==> src/rtl/qspi_shift_reg.sv <==
// qspi_shift_reg: QSPI master data path beside the clock generator.
// Shifts TX data onto sd_o on the selected generator strobe and samples sd_i
// on the other selected strobe. Supports 1 or 4 lanes, MSB/LSB first, and up
// to MAX_CHAR bits per transfer.
// Ports: clk_i/rst_ni (async active-low); go_i starts a transfer; char_len_i,
// lsb_i, quad_i, quad_rx_i are latched on go; tx/rx_negedge_i pick strobes;
// pos/neg_edge_i come from the generator; wr_en_i/wr_idx_i/wdata_i load TX
// words while idle; rd_idx_i/rdata_o read RX words (rdata_o combinational);
// sd_i/sd_o/sd_oe_o are the pads; tip_o, last_clk_o drive the generator;
// done_o pulses once at the end of a transfer.
// Optional: QSPI_SHIFT_LOOPBACK_EN adds loopback_i (RX from registered sd_o,
// output enables forced off).
module qspi_shift_reg #(
    parameter int unsigned MAX_CHAR = 64
) (
    input  logic                          clk_i,
    input  logic                          rst_ni,
    input  logic                          go_i,
    input  logic [$clog2(MAX_CHAR)-1:0]   char_len_i,
    input  logic                          lsb_i,
    input  logic                          quad_i,
    input  logic                          quad_rx_i,
    input  logic                          tx_negedge_i,
    input  logic                          rx_negedge_i,
    input  logic                          pos_edge_i,
    input  logic                          neg_edge_i,
    input  logic                          wr_en_i,
    input  logic [$clog2(MAX_CHAR/32)-1:0] wr_idx_i,
    input  logic [31:0]                   wdata_i,
    input  logic [$clog2(MAX_CHAR/32)-1:0] rd_idx_i,
    output logic [31:0]                   rdata_o,
`ifdef QSPI_SHIFT_LOOPBACK_EN
    input  logic                          loopback_i,
`endif
    input  logic [3:0]                    sd_i,
    output logic [3:0]                    sd_o,
    output logic [3:0]                    sd_oe_o,
    output logic                          tip_o,
    output logic                          last_clk_o,
    output logic                          done_o
);

    localparam int unsigned IDX_W = $clog2(MAX_CHAR/32);
    localparam int unsigned LEN_W = $clog2(MAX_CHAR);
    localparam int unsigned CNT_W = LEN_W + 1;

    typedef enum logic {ST_IDLE, ST_XFER} state_e;

    state_e              state_q, state_d;
    logic [MAX_CHAR-1:0] tx_q, tx_d, rx_q, rx_d, tx_wr;
    logic [CNT_W-1:0]    tx_cnt_q, tx_cnt_d, rx_cnt_q, rx_cnt_d, len_q, len_d;
    logic [CNT_W-1:0]    go_len, go_step, step_cur;
    logic [LEN_W-1:0]    go_raw, rx_base;
    logic                lsb_q, lsb_d, quad_q, quad_d, qrx_q, qrx_d;
    logic [3:0]          sd_q, sd_d, oe_q, oe_d, rx_lanes;
    logic                done_q, done_d, last_q, last_d;
    logic                tx_edge, rx_edge, go_acc, rx_last, rx_bit, lb_go;
`ifdef QSPI_SHIFT_LOOPBACK_EN
    logic                lb_q, lb_d;
`endif

    // Bit index of the lowest lane of the group at position count c.
    function automatic logic [LEN_W-1:0] grp_base(input logic [CNT_W-1:0] c,
                                                  input logic [CNT_W-1:0] len,
                                                  input logic lsb, input logic quad);
        logic [CNT_W-1:0] b;
        if (lsb) b = len - c;
        else     b = c - (quad ? CNT_W'(4) : CNT_W'(1));
        return LEN_W'(b);
    endfunction

    function automatic logic [3:0] tx_group(input logic [MAX_CHAR-1:0] d,
                                            input logic [LEN_W-1:0] base,
                                            input logic quad);
        return quad ? d[base +: 4] : {3'b000, d[base]};
    endfunction

    function automatic logic [3:0] lane_oe(input logic quad, input logic qrx, input logic lb);
        if (lb)    return 4'h0;
        if (!quad) return 4'h1;
        return qrx ? 4'h0 : 4'hF;
    endfunction

    // Strobe selection and transfer-level conditions.
    always_comb begin
        tx_edge  = tx_negedge_i ? neg_edge_i : pos_edge_i;
        rx_edge  = rx_negedge_i ? neg_edge_i : pos_edge_i;
        step_cur = quad_q ? CNT_W'(4) : CNT_W'(1);
        go_acc   = (state_q == ST_IDLE) && go_i;
        rx_last  = (state_q == ST_XFER) && rx_edge && (rx_cnt_q == step_cur);
        // Quad transfers are whole nibbles, so the low two length bits drop.
        go_raw   = quad_i ? {char_len_i[LEN_W-1:2], 2'b00} : char_len_i;
        go_len   = (go_raw == '0) ? CNT_W'(MAX_CHAR) : CNT_W'(go_raw);
        go_step  = quad_i ? CNT_W'(4) : CNT_W'(1);
    end

    // RX source; in loopback single-lane mode the bit comes back from sd_o[0].
    always_comb begin
`ifdef QSPI_SHIFT_LOOPBACK_EN
        lb_go    = loopback_i;
        rx_lanes = lb_q ? sd_q : sd_i;
        rx_bit   = lb_q ? sd_q[0] : sd_i[1];
`else
        lb_go    = 1'b0;
        rx_lanes = sd_i;
        rx_bit   = sd_i[1];
`endif
    end

    // Next-state logic.
    always_comb begin
        state_d = state_q;
        case (state_q)
            ST_IDLE: if (go_i)    state_d = ST_XFER;
            ST_XFER: if (rx_last) state_d = ST_IDLE;
            default:              state_d = ST_IDLE;
        endcase
    end

    // Datapath and registered-output next values.
    always_comb begin
        rx_d     = rx_q;
        tx_cnt_d = tx_cnt_q;
        rx_cnt_d = rx_cnt_q;
        len_d    = len_q;
        lsb_d    = lsb_q;
        quad_d   = quad_q;
        qrx_d    = qrx_q;
        sd_d     = sd_q;
        oe_d     = oe_q;
        done_d   = 1'b0;
        rx_base  = '0;
`ifdef QSPI_SHIFT_LOOPBACK_EN
        lb_d     = lb_q;
`endif
        // A write in the go cycle is visible to the first group.
        tx_wr = tx_q;
        if (wr_en_i && (state_q == ST_IDLE)) tx_wr[{wr_idx_i, 5'b00000} +: 32] = wdata_i;
        tx_d = tx_wr;

        if (go_acc) begin
            len_d    = go_len;
            lsb_d    = lsb_i;
            quad_d   = quad_i;
            qrx_d    = quad_i & quad_rx_i;
`ifdef QSPI_SHIFT_LOOPBACK_EN
            lb_d     = loopback_i;
`endif
            rx_d     = '0;
            tx_cnt_d = go_len - go_step;
            rx_cnt_d = go_len;
            sd_d     = (quad_i && quad_rx_i) ? 4'h0 :
                       tx_group(tx_wr, grp_base(go_len, go_len, lsb_i, quad_i), quad_i);
            oe_d     = lane_oe(quad_i, quad_rx_i, lb_go);
        end else if (state_q == ST_XFER) begin
            if (tx_edge && (tx_cnt_q != '0)) begin
                sd_d     = qrx_q ? 4'h0 :
                           tx_group(tx_q, grp_base(tx_cnt_q, len_q, lsb_q, quad_q), quad_q);
                tx_cnt_d = tx_cnt_q - step_cur;
            end
            if (rx_edge) begin
                rx_base = grp_base(rx_cnt_q, len_q, lsb_q, quad_q);
                if (quad_q) rx_d[rx_base +: 4] = rx_lanes;
                else        rx_d[rx_base]      = rx_bit;
                rx_cnt_d = rx_cnt_q - step_cur;
            end
            if (rx_last) begin
                done_d = 1'b1;
                oe_d   = 4'h0;
            end
        end
        last_d = (state_d == ST_XFER) && (tx_cnt_d == '0);
    end

    // State and datapath registers.
    always_ff @(posedge clk_i or negedge rst_ni) begin
        if (!rst_ni) begin
            state_q  <= ST_IDLE;
            tx_q     <= '0;
            rx_q     <= '0;
            tx_cnt_q <= '0;
            rx_cnt_q <= '0;
            len_q    <= '0;
            lsb_q    <= 1'b0;
            quad_q   <= 1'b0;
            qrx_q    <= 1'b0;
            sd_q     <= 4'h0;
            oe_q     <= 4'h0;
            done_q   <= 1'b0;
            last_q   <= 1'b0;
`ifdef QSPI_SHIFT_LOOPBACK_EN
            lb_q     <= 1'b0;
`endif
        end else begin
            state_q  <= state_d;
            tx_q     <= tx_d;
            rx_q     <= rx_d;
            tx_cnt_q <= tx_cnt_d;
            rx_cnt_q <= rx_cnt_d;
            len_q    <= len_d;
            lsb_q    <= lsb_d;
            quad_q   <= quad_d;
            qrx_q    <= qrx_d;
            sd_q     <= sd_d;
            oe_q     <= oe_d;
            done_q   <= done_d;
            last_q   <= last_d;
`ifdef QSPI_SHIFT_LOOPBACK_EN
            lb_q     <= lb_d;
`endif
        end
    end

    assign sd_o       = sd_q;
    assign sd_oe_o    = oe_q;
    assign tip_o      = (state_q == ST_XFER);
    assign last_clk_o = last_q;
    assign done_o     = done_q;
    assign rdata_o    = rx_q[{rd_idx_i, 5'b00000} +: 32];

endmodule

==> config.mk <==
export PLATFORM = sky130hd
export DESIGN_NAME = qspi_shift_reg
export DESIGN_NICKNAME = d
export VERILOG_FILES = /design/src/rtl/qspi_shift_reg.sv
export SDC_FILE = /design/constraint.sdc
export NUM_CORES = 1
export LEC_CHECK = 0
export CAP_MARGIN = 25
export CORE_MARGIN = 2
export CORE_UTILIZATION = 60
export DETAILED_ROUTE_END_ITERATION = 16
export HOLD_SLACK_MARGIN = 0.15
export PLACE_DENSITY = 0.83
export SETUP_SLACK_MARGIN = 0.4
export SKIP_LAST_GASP = 1
export SYNTH_ARGS = -nofsm -noshare
export SYNTH_HDL_FRONTEND = slang
export SYNTH_SLANG_ARGS = --single-unit
==> constraint.sdc <==
create_clock -name clk_i -period 4.17 [get_ports clk_i]
set_input_delay 0.6255 -clock clk_i [delete_from_list [all_inputs] [get_ports clk_i]]
set_output_delay 0.6255 -clock clk_i [all_outputs]
set_load 0.005 [all_outputs]
==> results.py <==
metrics = {
    "synth": {
        "ys.flop_type": "dfrtp_1",
        "synth_top_area_frac": 0.269,
        "muxShareOfSynthArea": 0.260,
        "netlist_area_sq_mm": 0.0149,
        "synth-xor-area-share": 0.0163,
        "synth_compound_area_frac": 0.194,
        "ys_seq_area_frac": 0.269,
        "synth-edff-count": 0,
        "syn_nets": 1809,
        "synthAdderAreaFrac": 0.0204,
        "ys_seq_elements": 160,
        "syn_inst": 1731,
        "yosys.area.top_type": "dfrtp_1",
        "syn_avg_cell_area_sq_um": 8.59,
        "synth.area.top_cells": "dfrtp_1 27%, mux2_2 10%, mux4_2 10%, nand2_1 8.1%, mux2i_1 5.5%",
        "synth_cell_types": 92,
        "async_flop_share": 1.00,
        "synth_top_family_by_area": "multiplexers",
        "synth_warnings": 0,
        "synth-simple-area-share": 0.192,
    },
    "detailed_routing": {
        "wl_per_cell_um": 27.2,
        "drc": 0,
        "vias": 15910,
        "antenna_left": 0,
        "drt-total-wl_mm": 59.0,
        "vias_per_cell": 7.32,
        "firstDrtPassIters": 7,
        "drt_iter0_drc": 2563,
    },
    "finish": {
        "nets": 1915,
        "layout_commonest_cell": "nand2_1",
        "area_growth_pct": 18.3,
        "final_cell_mix": "318 x nand2_1, 159 x dfrtp_1, 134 x mux2_2",
        "drive_gt1_frac": 0.241,
        "final_cell_count_no_fill": 2173,
        "design_area_sq_mm": 0.0176,
        "n_fill_cell": 1872,
        "num_antenna_cells": 0,
        "seq_area_sq_mm": 0.00401,
        "utilization": 0.723,
        "multi_input_area_sq_mm": 0.0104,
    },
    "clocking": {
        "root_buffer": "clkbuf_16",
        "insertion_delay_ps": 440,
        "cts_max_level": 4,
        "clk_pin_slew_ps": 80,
        "numCtsBuffers": 17,
        "tritoncts": "yes",
        "clockBufferDepth": 2,
        "holdBufCountCts": 0,
        "clock-sinks": 160,
    },
    "setup_path": {
        "cp-end-kind": "flop",
        "crit_cells": 13,
        "reg2reg_slack_ps": 400,
        "timing.rr.start": "len_q[0]",
        "crit_fanout": 7,
        "crit_path_frequent_cell": "inv_1",
        "critPathSlowestCell": "fa_1",
        "cp_cell_sequence": "inv_1, ha_1, inv_1, fa_1, a21o_1, inv_1, ha_4, o21ai_0, o31ai_2, o21ai_0, nand2_1, o31ai_1, mux2_2",
        "cp_top_family": "compound AO/OA/AOI/OAI gates",
        "crit_buf_inv": 3,
        "setup.worst_path.class": "flop to flop",
        "crit_required_ps": 4550,
        "start_kind": "flop",
        "critPathMaxStageDelay_ps": 530,
        "r2r_cells": 13,
        "worstPathArrival_ps": 4150,
        "r2r-end": "rx_q[61]",
    },
    "status": {
        "status": "finished clean",
    },
    "die": {
        "coreArea_sq_mm": 0.0243,
        "dieArea_sq_mm": 0.0260,
        "die_w_um": 161,
        "die_y_um": 161,
        "num_io_pins": 98,
        "fp-row-count": 57,
        "initial_utilization": 0.611,
    },
    "sta": {
        "finalSetupViolations": 0,
        "tns_ps": 0,
        "drv_slew": 0,
        "timing.slew.headroom": 0.253,
        "clock_skew_ps": 15.3,
        "worst_slew_pin_slew_ps": 1120,
        "max_freq_mhz": 265,
        "fin_crit_ps": 3770,
        "hold_violations": 0,
        "fin_crit_sh": 0.903,
        "rsz0062_at_grt": "yes",
    },
    "placed_design": {
        "globalplace.congestion": 1.07,
        "numPortBuffers": 97,
        "placed_area_sq_mm": 0.0167,
        "dp_cells": 2131,
        "hpwlAfterDp_mm": 42.9,
    },
    "global_routing": {
        "grt_pass1_vias": 15401,
        "grt_pass1_wl_mm": 90.2,
        "antenna_found_initial": 0,
        "grt-ovfl-total": 0,
        "grt_max_degree": 88,
        "grt_usage": 0.453,
    },
    "min_path": {
        "hp-class": "input pin to async pin",
    },
    "flow_run": {
        "max_cap_viol_count": 0,
    },
}
[cell usage after synthesis, types with 28 or more instances]
cell	number
a31oi_1	37
nand3_1	53
o21ai_0	80
nor2_1	85
nor3_1	58
clkbuf_1	95
mux4_2	67
dfrtp_1	160
inv_1	31
and3_1	30
a21oi_1	122
mux2i_1	81
nand2_1	320
mux2_2	134
buf_2	28
[how the worst max path moves through the flow]
stage | endpoint | start | slack, ps
after floorplan | rx_q[13] | len_q[0] | 470
after global routing | rx_q[43] | len_q[0] | 340
final | rx_q[61] | len_q[0] | 400
after global placement | rx_q[42] | len_q[0] | 240
after CTS | rx_q[39] | len_q[0] | 390
after detailed placement | sd_o[3] | quad_i | 220
[area by class of cell]
| cell class | count | area share |
|---|---|---|
| inverters | 34 | 0.00747 |
| clock inverters | 14 | 0.00826 |
| repair buffers | 228 | 0.116 |
| multi-input cells | 1396 | 0.593 |
| flip-flops and latches | 160 | 0.228 |
| well taps | 324 | 0.0231 |
| clock buffers | 17 | 0.0242 |
[metrics by stage]
stage / hold slack (ps) / worst slack (ps)
2_1_floorplan: 330 / 470
3_3_place_gp: 468 / 239
5_1_grt: 260 / 338
4_1_cts: 233 / 386
3_5_place_dp: 480 / 223
6_report: 199 / 403
[flip-flops by register name, summed over array words and instances, names as in the netlist, 2 cells and up]
register  count
rx_q         64
sd_oe_o       2
sd_o          4
len_q         6
tx_q         64
rx_cnt_q      7
tx_cnt_q      7
[kinds of logic after synthesis]
kind of cell | Yosys count
mux | 285
flops | 160
compound gates | 431
xor+xnor | 26
simple gates | 631
fa+ha+maj | 23
buf+inv | 175
[repair_timing]
item / in CTS / in global routing
gates resized for setup: 11 / 44
setup buffers: 7 / 4
endpoints found under the hold margin: 0 / 0
gates cloned: 0 / 0
setup endpoints to repair: 22 / 59
pin swaps: 1 / 4
[routing by layer]
layer  wire, um  GRT usage  vias to the layer above  part of all wire
li1           -          -                     6700                 -
met1      20700      0.568                     7489              0.35
met2      26800      0.721                     1366              0.45
met3       6880     0.0881                      355              0.12
met4       4640      0.291                        0             0.079
met5          0          0                        -                 0
Power is not shown: default switching activity piles up to over one toggle a cycle in this logic, so the estimate is an artifact.
